`src/rtl/dlsc_pcie_s6_inbound_read_cpl_gate.sv`:
```
// ----------------------------------------------------------------------------
// dlsc_pcie_s6_inbound_read_cpl_gate
//
// Purpose:
//   Holds one read-completion slice at a time between the RCB splitter and
//   the completion TLP generator. A slice is released only when enough
//   read-data DWs are buffered, a completion header credit is free and
//   enough completion data credits (16 bytes each) are free. On release the
//   buffered words and both credit types are deducted; credit returns and
//   read-data pushes replenish them.
//
// Ports:
//   clk, rst_n              clock, synchronous active-low reset
//   in_valid/in_ready       slice handshake from the splitter
//   in_addr/len/bytes/last  slice payload (len 0 means 1024 DWs)
//   out_valid/out_ready     slice handshake to the TLP generator
//   out_addr/len/bytes/last registered slice payload
//   data_push               one DW written into the read buffer
//   ret_valid/ret_len       credit return for one completed TLP
//   cplh_avail/cpld_avail   current header / data credits
//   words_avail             current buffered DWs
//   err                     sticky counter overflow flag
// ----------------------------------------------------------------------------
module dlsc_pcie_s6_inbound_read_cpl_gate #(
   parameter int CPLH_INIT = 8,
   parameter int CPLD_INIT = 64,
   parameter int BUF_WORDS = 1024
) (
   input  logic        clk,
   input  logic        rst_n,
   output logic        in_ready,
   input  logic        in_valid,
   input  logic [6:0]  in_addr,
   input  logic [9:0]  in_len,
   input  logic [11:0] in_bytes,
   input  logic        in_last,
   input  logic        out_ready,
   output logic        out_valid,
   output logic [6:0]  out_addr,
   output logic [9:0]  out_len,
   output logic [11:0] out_bytes,
   output logic        out_last,
   input  logic        data_push,
   input  logic        ret_valid,
   input  logic [9:0]  ret_len,
   output logic [7:0]  cplh_avail,
   output logic [11:0] cpld_avail,
   output logic [10:0] words_avail,
   output logic        err
);

   typedef enum logic [1:0] {
      ST_IDLE = 2'd0,
      ST_WAIT = 2'd1,
      ST_SEND = 2'd2
   } state_t;

   // Counter limits widened to the 13-bit working width used for net updates,
   // which holds every limit plus a full 256-credit / 1024-word step.
   localparam logic [12:0] CPLH_MAX  = 13'(CPLH_INIT);
   localparam logic [12:0] CPLD_MAX  = 13'(CPLD_INIT);
   localparam logic [12:0] WORDS_MAX = 13'(BUF_WORDS);

   state_t      state_q, state_d;
   logic [6:0]  addr_q, addr_d;
   logic [9:0]  len_q, len_d;
   logic [11:0] bytes_q, bytes_d;
   logic        last_q, last_d;
   logic        out_valid_q, out_valid_d;
   logic [7:0]  cplh_q, cplh_d;
   logic [11:0] cpld_q, cpld_d;
   logic [10:0] words_q, words_d;
   logic        err_q, err_d;

   // Decoded lengths (0 -> 1024) and their data-credit cost ceil(L/4).
   logic [10:0] len_dec, len_p3, rlen_dec, rlen_p3;
   logic [8:0]  dcred, rcred;
   logic        grant;
   logic [12:0] cplh_sum, cpld_sum, words_sum;

   assign len_dec  = (len_q == 10'd0) ? 11'd1024 : {1'b0, len_q};
   assign len_p3   = len_dec + 11'd3;
   assign dcred    = len_p3[10:2];
   assign rlen_dec = (ret_len == 10'd0) ? 11'd1024 : {1'b0, ret_len};
   assign rlen_p3  = rlen_dec + 11'd3;
   assign rcred    = rlen_p3[10:2];

   // Grant looks only at registered (pre-update) counter values.
   assign grant = (state_q == ST_WAIT) &&
                  ({4'd0, cplh_q} >= 12'd1) &&
                  (cpld_q >= {3'd0, dcred}) &&
                  ({1'b0, words_q} >= {1'b0, len_dec});

   // Slice FSM: accept in IDLE, hold in WAIT until granted, present in SEND.
   always_comb begin
      state_d     = state_q;
      addr_d      = addr_q;
      len_d       = len_q;
      bytes_d     = bytes_q;
      last_d      = last_q;
      out_valid_d = out_valid_q;
      case (state_q)
         ST_IDLE: begin
            if (in_valid) begin
               addr_d  = in_addr;
               len_d   = in_len;
               bytes_d = in_bytes;
               last_d  = in_last;
               state_d = ST_WAIT;
            end
         end
         ST_WAIT: begin
            if (grant) begin
               out_valid_d = 1'b1;
               state_d     = ST_SEND;
            end
         end
         ST_SEND: begin
            if (out_ready) begin
               out_valid_d = 1'b0;
               state_d     = ST_IDLE;
            end
         end
         default: begin
            out_valid_d = 1'b0;
            state_d     = ST_IDLE;
         end
      endcase
   end

   // Net per-cycle counter update. Underflow is impossible because a grant
   // requires every counter to cover its own deduction; an increment that
   // would pass the limit saturates and raises the sticky error.
   always_comb begin
      cplh_sum  = 13'(cplh_q) + 13'(ret_valid) - (grant ? 13'd1 : 13'd0);
      cpld_sum  = 13'(cpld_q) + (ret_valid ? 13'(rcred) : 13'd0)
                  - (grant ? 13'(dcred) : 13'd0);
      words_sum = 13'(words_q) + 13'(data_push) - (grant ? 13'(len_dec) : 13'd0);
      err_d     = err_q;
      cplh_d    = cplh_sum[7:0];
      cpld_d    = cpld_sum[11:0];
      words_d   = words_sum[10:0];
      if (cplh_sum > CPLH_MAX) begin
         cplh_d = CPLH_MAX[7:0];
         err_d  = 1'b1;
      end
      if (cpld_sum > CPLD_MAX) begin
         cpld_d = CPLD_MAX[11:0];
         err_d  = 1'b1;
      end
      if (words_sum > WORDS_MAX) begin
         words_d = WORDS_MAX[10:0];
         err_d   = 1'b1;
      end
   end

   always_ff @(posedge clk) begin
      if (!rst_n) begin
         state_q     <= ST_IDLE;
         addr_q      <= '0;
         len_q       <= '0;
         bytes_q     <= '0;
         last_q      <= 1'b0;
         out_valid_q <= 1'b0;
         cplh_q      <= CPLH_MAX[7:0];
         cpld_q      <= CPLD_MAX[11:0];
         words_q     <= '0;
         err_q       <= 1'b0;
      end else begin
         state_q     <= state_d;
         addr_q      <= addr_d;
         len_q       <= len_d;
         bytes_q     <= bytes_d;
         last_q      <= last_d;
         out_valid_q <= out_valid_d;
         cplh_q      <= cplh_d;
         cpld_q      <= cpld_d;
         words_q     <= words_d;
         err_q       <= err_d;
      end
   end

   // in_ready is masked by reset so it reads 0 while rst_n is asserted.
   assign in_ready    = rst_n && (state_q == ST_IDLE);
   assign out_valid   = out_valid_q;
   assign out_addr    = addr_q;
   assign out_len     = len_q;
   assign out_bytes   = bytes_q;
   assign out_last    = last_q;
   assign cplh_avail  = cplh_q;
   assign cpld_avail  = cpld_q;
   assign words_avail = words_q;
   assign err         = err_q;

endmodule

```
`config.mk`:
```
export PLATFORM = sky130hd
export DESIGN_NAME = dlsc_pcie_s6_inbound_read_cpl_gate
export DESIGN_NICKNAME = d
export VERILOG_FILES = /design/src/rtl/dlsc_pcie_s6_inbound_read_cpl_gate.sv
export SDC_FILE = /design/constraint.sdc
export NUM_CORES = 1
export LEC_CHECK = 0
export BUFFER_PORTS_ARGS = -buffer_cell sky130_fd_sc_hd__clkbuf_2
export CORE_MARGIN = 5
export CORE_UTILIZATION = 45
export DETAILED_ROUTE_END_ITERATION = 8
export HOLD_SLACK_MARGIN = 0.02
export MAX_ROUTING_LAYER = met4
export PLACE_DENSITY = 0.66
export SLEW_MARGIN = 25
export SYNTH_ARGS = -nofsm -noshare
export SYNTH_HDL_FRONTEND = slang
export SYNTH_SLANG_ARGS = --single-unit
```
`constraint.sdc`:
```
create_clock -name clk -period 6.3 [get_ports clk]
set_input_delay 1.26 -clock clk [delete_from_list [all_inputs] [get_ports clk]]
set_output_delay 1.26 -clock clk [all_outputs]
set_load 0.01 [all_outputs]
```
==> metrics.md, run 1 <==
| Metric | Value |
|---|---|
| Initial drt markers | 245 |
| Post-CTS Resized | 0 |
| Syn avg cell area | 7.98 sq um |
| Worst-Skew Late Latency | 0.33 ns |
| Hold buffers post-CTS | 0 |
| Routed WL per cell | 15.5 um |
| Most common cell after layout, fill and taps aside | clkbuf_2 |
| Hold WC Path Type | flip-flop to flip-flop |
| Critical path's top delay family | simple AND/OR/NAND/NOR gates |
| Post-Synthesis Cells | 644 |
| Crit path time final | 5.71 ns |
| Initial core utilization | 45.4% |
| CP required | 6.58 ns |
| Antenna Diode Count | 0 |
| FF/Latch Area | 1300 sq um |
| Largest net degree at the start of global routing | 39 |
| FMAX | 0.175 GHz |
| Max_cap viols | 0 |
| CTS Buffer Depth | 2 |
| Post-DRT Antenna Nets | 0 |
| Row Count | 39 |
| Final wirelength | 14000 um |
| Power Total | 2.38 mW |
| GRT overflow | 0 |
| Total GRT Usage | 21.5% |
| Die height | 117 um |
| Ys Warns | 0 |
| Total CTS buffers | 9 |
| Worst vdd ir | 0.374 mV |
| Setup CP Type | flip-flop to flip-flop |
| Clock Root Buffer | clkbuf_16 |
| Horiz. Die Dim | 117 um |
| RSZ-0062 raised after global routing | false |
| Synthesized cell area | 5140 sq um |
| Cell Chain, Critical Path | nor2_1 -> nor2_2 -> and4_1 -> nand3_1 -> nor2_1 -> a21oi_1 -> ha_1 -> o31ai_1 -> nand2_1 -> nand2_1 -> a21oi_1 -> nand3b_1 -> or4_1 -> fa_1 -> ha_1 -> a211oi_2 -> o21bai_1 -> mux2_4 -> nor4_4 -> nand4_2 -> nor3_2 -> and2_1 |
| Cell Count, Final, Fillers Out | 901 |
| Final setup fails | 0 |
| CP startpoint | out_len[0]$_SDFFE_PN0P_ |
| Reg2Reg Launch Point | out_len[0]$_SDFFE_PN0P_ |
| Outcome | completed |
| Placed Area | 5820 sq um |
| Number of synthesized register bits | 65 |
| Initial antenna violation count | 0 |
| DRC Markers | 0 |
| Via count of the routed design | 4845 |
| Vias in the first global route | 4637 |
| Final hold violations | 0 |
| Worst-path clk slew | 0.06 ns |
| Arr. time, crit path | 5.99 ns |
| GP Congestion | 0.914 |
| Vias per cell | 5.38 |
| PD cells | 388 nW/um^2 |
| I/O pin count | 110 |
| Multi-input gate area | 3530 sq um |
| Post-synthesis async set-or-reset flop share | 0% |
| Worst slack, placed | 0.651 ns |
| Hold Path Origin | out_bytes[8]$_SDFFE_PN0P_ |
| Core Area | 11300 sq um |
| Slowest library cell on the worst path | or4_1 |
| Number of enable flip-flop cells after synthesis | 0 |
| CP Capture Type | flip-flop |
| CTS tree | yes |
| DP Cell Count | 885 |
| Layout cells sized above 1 | 18.9% |
| Worst Max-Slew Pin Slew | 0.948 ns |
| Fin crit share | 90.6% |
| Slew Viols, Final | 0 |
| Postcts setup bufs | 0 |
| Clk sinks | 65 |
| Setup Skew | 0.00550 ns |
| CP max stage delay | 0.61 ns |
| Max FO, Critical Path | 10 |
| CTS H-Tree Depth | 3 |
| Pleak | 2.85 nW |
| Most frequent cells in the layout | 109 x clkbuf_2, 89 x nand2_1, 71 x ha_1 |
| Predominant post-synthesis flop cell | dfxtp_1 |
| Worst setup margin | 0.590 ns |
| IO Port Bufs | 109 |
| Finished Cell Area | 6120 sq um |
| Buf/Inv on CP | 0 |
| Layout Nets | 882 |
| DIE AREA | 13700 sq um |
| First-pass GRT wire length | 22700 um |
| Total negative slack | 0 ns |
| DR pass1 iterations | 5 |
| Hpwl dp | 11300 um |
| Netlist cell types | 66 |
| Sequential-to-total area share from yosys stat | 25.3% |
| Slew HR | 35.9% |
| Crit start category | flip-flop |
| Area grow syn2layout | 19.1% |
| Number of fill cells | 1106 |
-- registers in the layout, summed over array words and instances (netlist names) --
name	count
out_last	1
cplh_avail	8
out_bytes	12
out_valid	1
words_avail	11
out_len	10
cpld_avail	12
err	1
state_q	2
out_addr	7
-- worst paths after layout --
kind                               endpoint  slack, ns  cells after the start
setup / recovery   cpld_avail[0]$_SDFF_PP0_       0.59                     22
hold / removal    out_bytes[8]$_SDFFE_PN0P_       0.46                      2
setup reg to reg   cpld_avail[0]$_SDFF_PP0_       0.59                     22
hold reg to reg   out_bytes[8]$_SDFFE_PN0P_       0.46                      2
-- area by class of cell --
| cell class | count | area share (%) |
|---|---|---|
| inverters | 69 | 4.23 |
| multi-input cells | 498 | 57.7 |
| well taps | 143 | 2.92 |
| clock buffers | 11 | 3.97 |
| flip-flops and latches | 65 | 21.3 |
| clock inverters | 5 | 0.900 |
| repair buffers | 110 | 9.04 |
-- metal layers --
layer / up-vias / routed length, um / GRT usage [%] / part of all wire (%)
met3: 18 / 760 / 3.44 / 5.4
met1: 2245 / 6470 / 27.7 / 46
met5: - / 0 / - / 0
met2: 126 / 6500 / 34.6 / 47
met4: 0 / 235 / 6.88 / 1.7
li1: 2456 / - / - / -
-- logic make-up (layout without fill, tap and decap cells) --
family / after synthesis / count (layout) / synth area share [%]
compound gates: 130 / 130 / 16.2
xor+xnor: 30 / 30 / 5.11
fa+ha+maj: 83 / 83 / 22.0
buf+inv: 89 / 195 / 6.65
flops: 65 / 65 / 25.3
mux: 5 / 5 / 1.07
other cells: 1 / 9 / 0.0730
simple gates: 241 / 241 / 23.6
-- tightest hold or removal path: stages (launching register included) --
cell	delay, ns
dfxtp_1	0.31
nand2_1	0.05
a21oi_1	0.05
-- cells in the mapped netlist, types with 2 or more instances --
library cell,n,area (sq um)
xnor2_1,21,184
nor2b_1,4,25.0
a41oi_1,3,26.3
nand2b_1,4,25.0
a211oi_1,5,37.5
nor4_1,14,87.6
o21ai_0,14,70.1
dfxtp_1,65,1300
o21bai_1,4,30.0
or2b_1,2,15.0
o221ai_1,3,26.3
and2_1,10,62.6
fa_1,12,240
nand2_1,90,338
o31ai_1,5,37.5
a21oi_1,55,275
nor3_1,16,80.1
or4_1,3,22.5
a211o_1,4,35.0
or2_2,3,18.8
and4_1,5,43.8
nor2_1,35,131
nand4_1,13,81.3
o211ai_1,2,15.0
o21ai_1,3,15.0
xor2_1,9,78.8
mux2i_1,4,40.0
a21o_1,12,90.1
ha_1,71,888
a31oi_1,4,25.0
buf_1,2,7.51
inv_1,68,255
nand3b_1,4,30.0
nor3b_1,6,45.0
o21a_1,2,15.0
clkbuf_1,17,63.8
nand3_1,21,105
-- power breakdown --
part           switching [mW]  internal (mW)
Combinational           0.861          0.503
Clock                   0.189          0.316
Sequential             0.0475          0.460
Total                    1.10           1.28
-- metrics by stage --
stage	util [%]	hold slack, ns
floorplan	-	0.481
global placement	51.4	0.443
detailed placement	51.4	0.452
CTS	54.0	0.459
global route	54.1	0.482
finish	54.1	0.457
(Power assumes the default switching activity.)
==> run 2, diff against run 1 <==
--- a/config.mk
+++ b/config.mk
@@ -5,6 +5,7 @@
 export SDC_FILE = /design/constraint.sdc
 export NUM_CORES = 1
 export LEC_CHECK = 0
+export ABC_AREA = 1
 export BUFFER_PORTS_ARGS = -buffer_cell sky130_fd_sc_hd__clkbuf_2
 export CORE_MARGIN = 5
 export CORE_UTILIZATION = 45
==> run 2 against run 1 <==
  * Core utilization rose by 0.94 points
  * Setup slack improved by 0.13 ns
  * Sequential share of layout area is 0.63 points lower
  * Register-to-register slack gained 0.13 ns
  * First-iteration DRC count rose by 6.5%
  * Critical path type unchanged
  * Highest routed layer unchanged
==> metrics.md, run 2 <==
| Metric | Value |
|---|---|
| PD cells | 368 nW/um^2 |
| Crit start category | flip-flop |
| Post-Synthesis Cells | 820 |
| Initial antenna violation count | 0 |
| DRC Markers | 0 |
| Setup Skew | 0.00513 ns |
| Area grow syn2layout | 18.8% |
| GRT overflow | 0 |
| CTS H-Tree Depth | 3 |
| Slew HR | 48.7% |
| Total CTS buffers | 9 |
| R2R Setup Slk | 0.72 ns |
| Worst-Skew Late Latency | 0.33 ns |
| Worst-path clk slew | 0.06 ns |
| Worst vdd ir | 0.312 mV |
| Fin crit share | 88.6% |
| Register-to-Register Path Depth | 31 |
| WHS Path Cells | 2 |
| Predominant post-synthesis flop cell | dfxtp_1 |
| Number of enable flip-flop cells after synthesis | 0 |
| Core Area | 11500 sq um |
| Max_cap viols | 0 |
| CP startpoint | out_len[2]$_SDFFE_PN0P_ |
| DIE AREA | 14100 sq um |
| Pleak | 3.50 nW |
| Initial drt markers | 261 |
| CTS Buffer Depth | 2 |
| Most common cell after layout, fill and taps aside | nand2_1 |
| Final hold violations | 0 |
| Util after Layout | 55.0% |
| RSZ-0062 raised after global routing | false |
| DR pass1 iterations | 5 |
| Xor and xnor fraction of the mapped netlist area | 0.660% |
| Sequential-to-total area share from yosys stat | 24.5% |
| FMAX | 0.179 GHz |
| Crit path time final | 5.58 ns |
| Horiz. Die Dim | 119 um |
| Row Count | 39 |
| Final setup fails | 0 |
| CP required | 6.51 ns |
| Hold Path Origin | out_addr[4]$_SDFFE_PN0P_ |
| Initial core utilization | 46.3% |
| Most frequent cells after synthesis | 202 x nand2_1, 147 x inv_1, 111 x nor2_1 |
| Number of fill cells | 1197 |
| Yosys top cell by area | dfxtp_1 |
| Arr. time, crit path | 5.79 ns |
| Setup CP Type | flip-flop to flip-flop |
| Slowest library cell on the worst path | inv_1 |
| Multi-input gate area | 3420 sq um |
| Layout cells sized above 1 | 15.3% |
| Synthesized cell area | 5310 sq um |
| Netlist cell types | 34 |
| IO Port Bufs | 109 |
| Final wirelength | 13900 um |
| Total negative slack | 0 ns |
| Leading post-synthesis cells by cell area | dfxtp_1 25%, ha_1 17%, nand2_1 14%, inv_1 10%, nor2_1 7.9% |
| CP max stage delay | 0.50 ns |
| FF/Latch Area | 1300 sq um |
| Simple-gate share of the synthesized area | 31.9% |
| Largest net degree at the start of global routing | 43 |
| Worst Max-Slew Pin Slew | 0.769 ns |
| Hpwl dp | 11600 um |
| CP Capture Type | flip-flop |
| Vias per cell | 4.84 |
| Number of synthesized register bits | 65 |
| Worst setup endpoint | err$_SDFFE_PN0P_ |
| Mux cell area share after synthesis | 0% |
| Compound-cell area share of the yosys netlist | 10.0% |
| Most frequent cell after synthesis | nand2_1 |
| Total GRT Usage | 20.9% |
| Reg2Reg Launch Point | out_len[2]$_SDFFE_PN0P_ |
| Ys Warns | 0 |
| First-pass GRT wire length | 24000 um |
| Adder-cell share of the synthesized area | 21.3% |
| Die height | 119 um |
| Area fraction of the dominant cell type after synthesis | 24.5% |
| Antenna Diode Count | 0 |
| Syn avg cell area | 6.47 sq um |
| Slew Viols, Final | 0 |
| Post-synthesis async set-or-reset flop share | 0% |
| Outcome | completed |
| CTS tree | yes |
| Hold WC Path Type | flip-flop to flip-flop |
| Post-CTS Resized | 0 |
| Vias in the first global route | 5112 |
| Post-DRT Antenna Nets | 0 |
| Layout Nets | 1064 |
| Largest family of logic cells by synthesized area | simple AND/OR/NAND/NOR gates |
| I/O pin count | 110 |
| Clk sinks | 65 |
| Most frequent cells in the layout | 202 x nand2_1, 147 x inv_1, 111 x nor2_1 |
| Worst R2R End | err$_SDFFE_PN0P_ |
| Clock Root Buffer | clkbuf_16 |
| Postcts setup bufs | 0 |
| GP Congestion | 0.944 |
| Via count of the routed design | 5247 |
| Max FO, Critical Path | 14 |
| Hold buffers post-CTS | 0 |
| Routed WL per cell | 12.8 um |
run 2: per-layer routing:
metal,global-route usage (%),vias to the layer above,share of wire [%]
met2,31.4,160,42
li1,-,2800,-
met3,4.11,21,6.7
met4,5.95,0,1.5
met5,-,-,0
met1,28.7,2266,50
run 2: layout make-up:
type	count	area share, %
sequential	65	20.6
inverter	148	8.81
timing repair buffer	110	8.77
clock buffer	9	3.57
tap	143	2.84
multi-input combinational	601	54.2
clock inverter	7	1.13
run 2: power breakdown:
part / total, mW / internal, mW / switching, mW
clock network: 0.490 / 0.305 / 0.185
logic: 1.32 / 0.463 / 0.857
registers: 0.513 / 0.464 / 0.0486
total: 2.32 / 1.23 / 1.09
run 2: worst min-delay path by stage:
stage	to
3_3_place_gp	out_bytes[9]$_SDFFE_PN0P_
4_1_cts	out_addr[4]$_SDFFE_PN0P_
6_report	out_addr[4]$_SDFFE_PN0P_
5_1_grt	out_valid$_SDFFE_PN0P_
2_1_floorplan	out_valid$_SDFFE_PN0P_
3_5_place_dp	out_addr[4]$_SDFFE_PN0P_
run 2: worst max-delay path: cells and delay by family, from the launching register on:
| family | cells | cell delay [ns] |
|---|---|---|
| buffers and inverters | 3 | 0.65 |
| adder cells (fa/ha/maj) | 3 | 1.24 |
| AND/OR/NAND/NOR | 23 | 2.74 |
| XOR/XNOR | 1 | 0.17 |
| AO/OA/AOI/OAI | 1 | 0.25 |
| flip-flops | 1 | 0.39 |
run 2: logic make-up after synthesis:
logic type      count (synthesis)
fa+ha+maj                      83
compound gates                 99
other cells                     1
xor+xnor                        4
buf+inv                       162
flops                          65
simple gates                  406
run 2: metrics by stage:
step / instance area (sq um) / hold slack [ns] / setup slack [ns] / cells / total power, mW
after floorplan: 5340 / 0.498 / 1.70 / 828 / 1.51
after global placement: 6010 / 0.461 / 0.954 / 1067 / 1.83
after detailed placement: 6010 / 0.471 / 0.720 / 1067 / 1.82
after CTS: 6310 / 0.484 / 0.704 / 1083 / 2.33
after global routing: 6310 / 0.510 / 0.150 / 1083 / 2.57
final: 6310 / 0.477 / 0.721 / 1083 / 2.32
==> run 3, diff against run 2 <==
--- a/config.mk
+++ b/config.mk
@@ -7,12 +7,14 @@
 export LEC_CHECK = 0
 export ABC_AREA = 1
 export BUFFER_PORTS_ARGS = -buffer_cell sky130_fd_sc_hd__clkbuf_2
+export CELL_PAD_IN_SITES_DETAIL_PLACEMENT = 2
+export CELL_PAD_IN_SITES_GLOBAL_PLACEMENT = 2
 export CORE_MARGIN = 5
-export CORE_UTILIZATION = 45
+export CORE_UTILIZATION = 30
 export DETAILED_ROUTE_END_ITERATION = 8
 export HOLD_SLACK_MARGIN = 0.02
 export MAX_ROUTING_LAYER = met4
-export PLACE_DENSITY = 0.66
+export PLACE_DENSITY = 0.8
 export SLEW_MARGIN = 25
 export SYNTH_ARGS = -nofsm -noshare
 export SYNTH_HDL_FRONTEND = slang
==> constraint.sdc (replaced) <==
create_clock -name clk -period 6.3 [get_ports clk]
set_input_delay 1.26 -clock clk [delete_from_list [all_inputs] [get_ports clk]]
set_output_delay 1.26 -clock clk [all_outputs]
set_load 0.005 [all_outputs]
==> run 3 against run 2 <==
  * Total power grew 6.0%
  * First-iteration DRC count shrank 61%
  * Largest power group unchanged
  * Via count grew 7.0%
  * Global-route usage shrank 0.85 points
  * Hold slack gained 0.0068 ns
==> metrics.md, run 3 (same netlist as run 2, synthesis figures left out) <==
| Metric | Value |
|---|---|
| Largest net degree at the start of global routing | 42 |
| Most frequent cells in the layout | 202 x nand2_1, 146 x inv_1, 111 x nor2_1 |
| Die height | 143 um |
| IO Port Bufs | 109 |
| Setup CP Type | flip-flop to flip-flop |
| Hpwl dp | 16100 um |
| Setup Skew | 0.00917 ns |
| Routed WL per cell | 16.6 um |
| Arr. time, crit path | 6.12 ns |
| Vias in the first global route | 6285 |
| Max_cap viols | 0 |
| Total CTS buffers | 9 |
| Worst R2R End | words_avail[4]$_SDFF_PP0_ |
| CTS tree | yes |
| Worst-path clk slew | 0.06 ns |
| Reg2Reg Launch Point | out_len[2]$_SDFFE_PN0P_ |
| DIE AREA | 20400 sq um |
| Hold WC Path Type | flip-flop to flip-flop |
| Slew Viols, Final | 0 |
| Post-DRT Antenna Nets | 0 |
| Vias per cell | 4.81 |
| Clock Root Buffer | clkbuf_16 |
| Crit start category | flip-flop |
| Worst Hold Path EP | out_last$_SDFFE_PN0P_ |
| Initial drt markers | 102 |
| PD cells | 381 nW/um^2 |
| GP Congestion | 0.880 |
| Via count of the routed design | 5615 |
| Antenna Diode Count | 0 |
| Pleak | 3.53 nW |
| Area grow syn2layout | 21.7% |
| Fin crit share | 92.8% |
| Power Total | 2.46 mW |
| CP max stage delay | 0.46 ns |
| Top cell by count, worst path | nand2_1 |
| Finished Cell Area | 6460 sq um |
| Layout cells sized above 1 | 15.9% |
| Max FO, Critical Path | 11 |
| Worst Max-Slew Pin Slew | 0.819 ns |
| DRC Markers | 0 |
| CP required | 6.57 ns |
| CP Capture Type | flip-flop |
| Total GRT Usage | 20.1% |
| FMAX | 0.171 GHz |
| CTS Buffer Depth | 2 |
| Total negative slack | 0 ns |
| DR pass1 iterations | 4 |
| First-pass GRT wire length | 31900 um |
| Core Area | 17300 sq um |
| Slew HR | 45.4% |
| Outcome | completed |
| Horiz. Die Dim | 143 um |
| CTS H-Tree Depth | 3 |
| Slowest library cell on the worst path | fa_1 |
| Crit path time final | 5.84 ns |
| GRT overflow | 0 |
| Register-to-Register Path Depth | 35 |
| Layout Nets | 1067 |
| Placed Area | 6110 sq um |
| Final setup fails | 0 |
| Hold buffers post-CTS | 0 |
| Clk sinks | 65 |
| Cell Count, Final, Fillers Out | 1168 |
| DP Cell Count | 1149 |
| RSZ-0062 raised after global routing | false |
| R2R Setup Slk | 0.46 ns |
| Worst vdd ir | 0.146 mV |
| WHS Path Cells | 2 |
| Initial core utilization | 30.7% |
| Most common cell after layout, fill and taps aside | nand2_1 |
| Final wirelength | 19400 um |
| Final hold slack | 0.484 ns |
| Initial antenna violation count | 0 |
| Row Count | 48 |
| I/O pin count | 110 |
| Worst-Skew Late Latency | 0.35 ns |
| Final hold violations | 0 |
| Hold Path Origin | out_last$_SDFFE_PN0P_ |
## run 3: timing repair
item / 4_1_cts / 5_1_grt
gates resized for setup: 0 / 3
endpoints found under the hold margin: 0 / 0
setup buffers: 0 / 3
setup endpoints to repair: 0 / 18
## run 3: power by group
part	leakage, nW	internal (mW)	total (mW)	switching (mW)
Combinational	2.84	0.473	1.41	0.933
Sequential	0.536	0.464	0.516	0.0527
Clock	0.153	0.315	0.539	0.224
Total	3.53	1.25	2.46	1.21
## run 3: through the flow
stage	util (%)	worst slack [ns]
after floorplan	-	1.76
after global placement	35.3	0.575
after detailed placement	35.3	0.374
after CTS	37.1	0.114
after global routing	37.3	0.00826
final	37.3	0.456
## run 3: worst max-delay path by stage
stage / start / endpoint / slack (ns) / depth (start not counted)
2_1_floorplan: out_len[2]$_SDFFE_PN0P_ / err$_SDFFE_PN0P_ / 1.76 / 36
3_3_place_gp: out_len[2]$_SDFFE_PN0P_ / cpld_avail[3]$_SDFF_PP0_ / 0.57 / 30
3_5_place_dp: out_len[2]$_SDFFE_PN0P_ / cpld_avail[4]$_SDFF_PP0_ / 0.37 / 30
4_1_cts: out_len[2]$_SDFFE_PN0P_ / err$_SDFFE_PN0P_ / 0.11 / 31
5_1_grt: out_len[2]$_SDFFE_PN0P_ / words_avail[9]$_SDFF_PP0_ / 0.008 / 35
6_report: out_len[2]$_SDFFE_PN0P_ / words_avail[4]$_SDFF_PP0_ / 0.46 / 35
## run 3: routing by layer
| metal | part of all wire [%] | track usage [%] | routed length [um] |
|---|---|---|---|
| met5 | 0 | - | 0 |
| met4 | 1.0 | 3.05 | 199 |
| met3 | 5.4 | 4.62 | 1050 |
| met2 | 48 | 35.0 | 9400 |
| met1 | 45 | 24.2 | 8780 |
## run 3: area by class of cell
class / count / area, sq um
clock buffer: 9 / 225
fill: 2154 / 10800
multi-input combinational: 601 / 3430
clock inverter: 7 / 85.1
timing repair buffer: 113 / 576
sequential: 65 / 1300
tap: 225 / 282
inverter: 148 / 559
## run 3: critical path, delay by kind of cell (launching register included)
kind	cells	cell delay (ns)
buffers and inverters	7	0.87
AO/OA/AOI/OAI	1	0.22
XOR/XNOR	1	0.18
flip-flops	1	0.40
AND/OR/NAND/NOR	23	2.98
adder cells (fa/ha/maj)	3	1.11
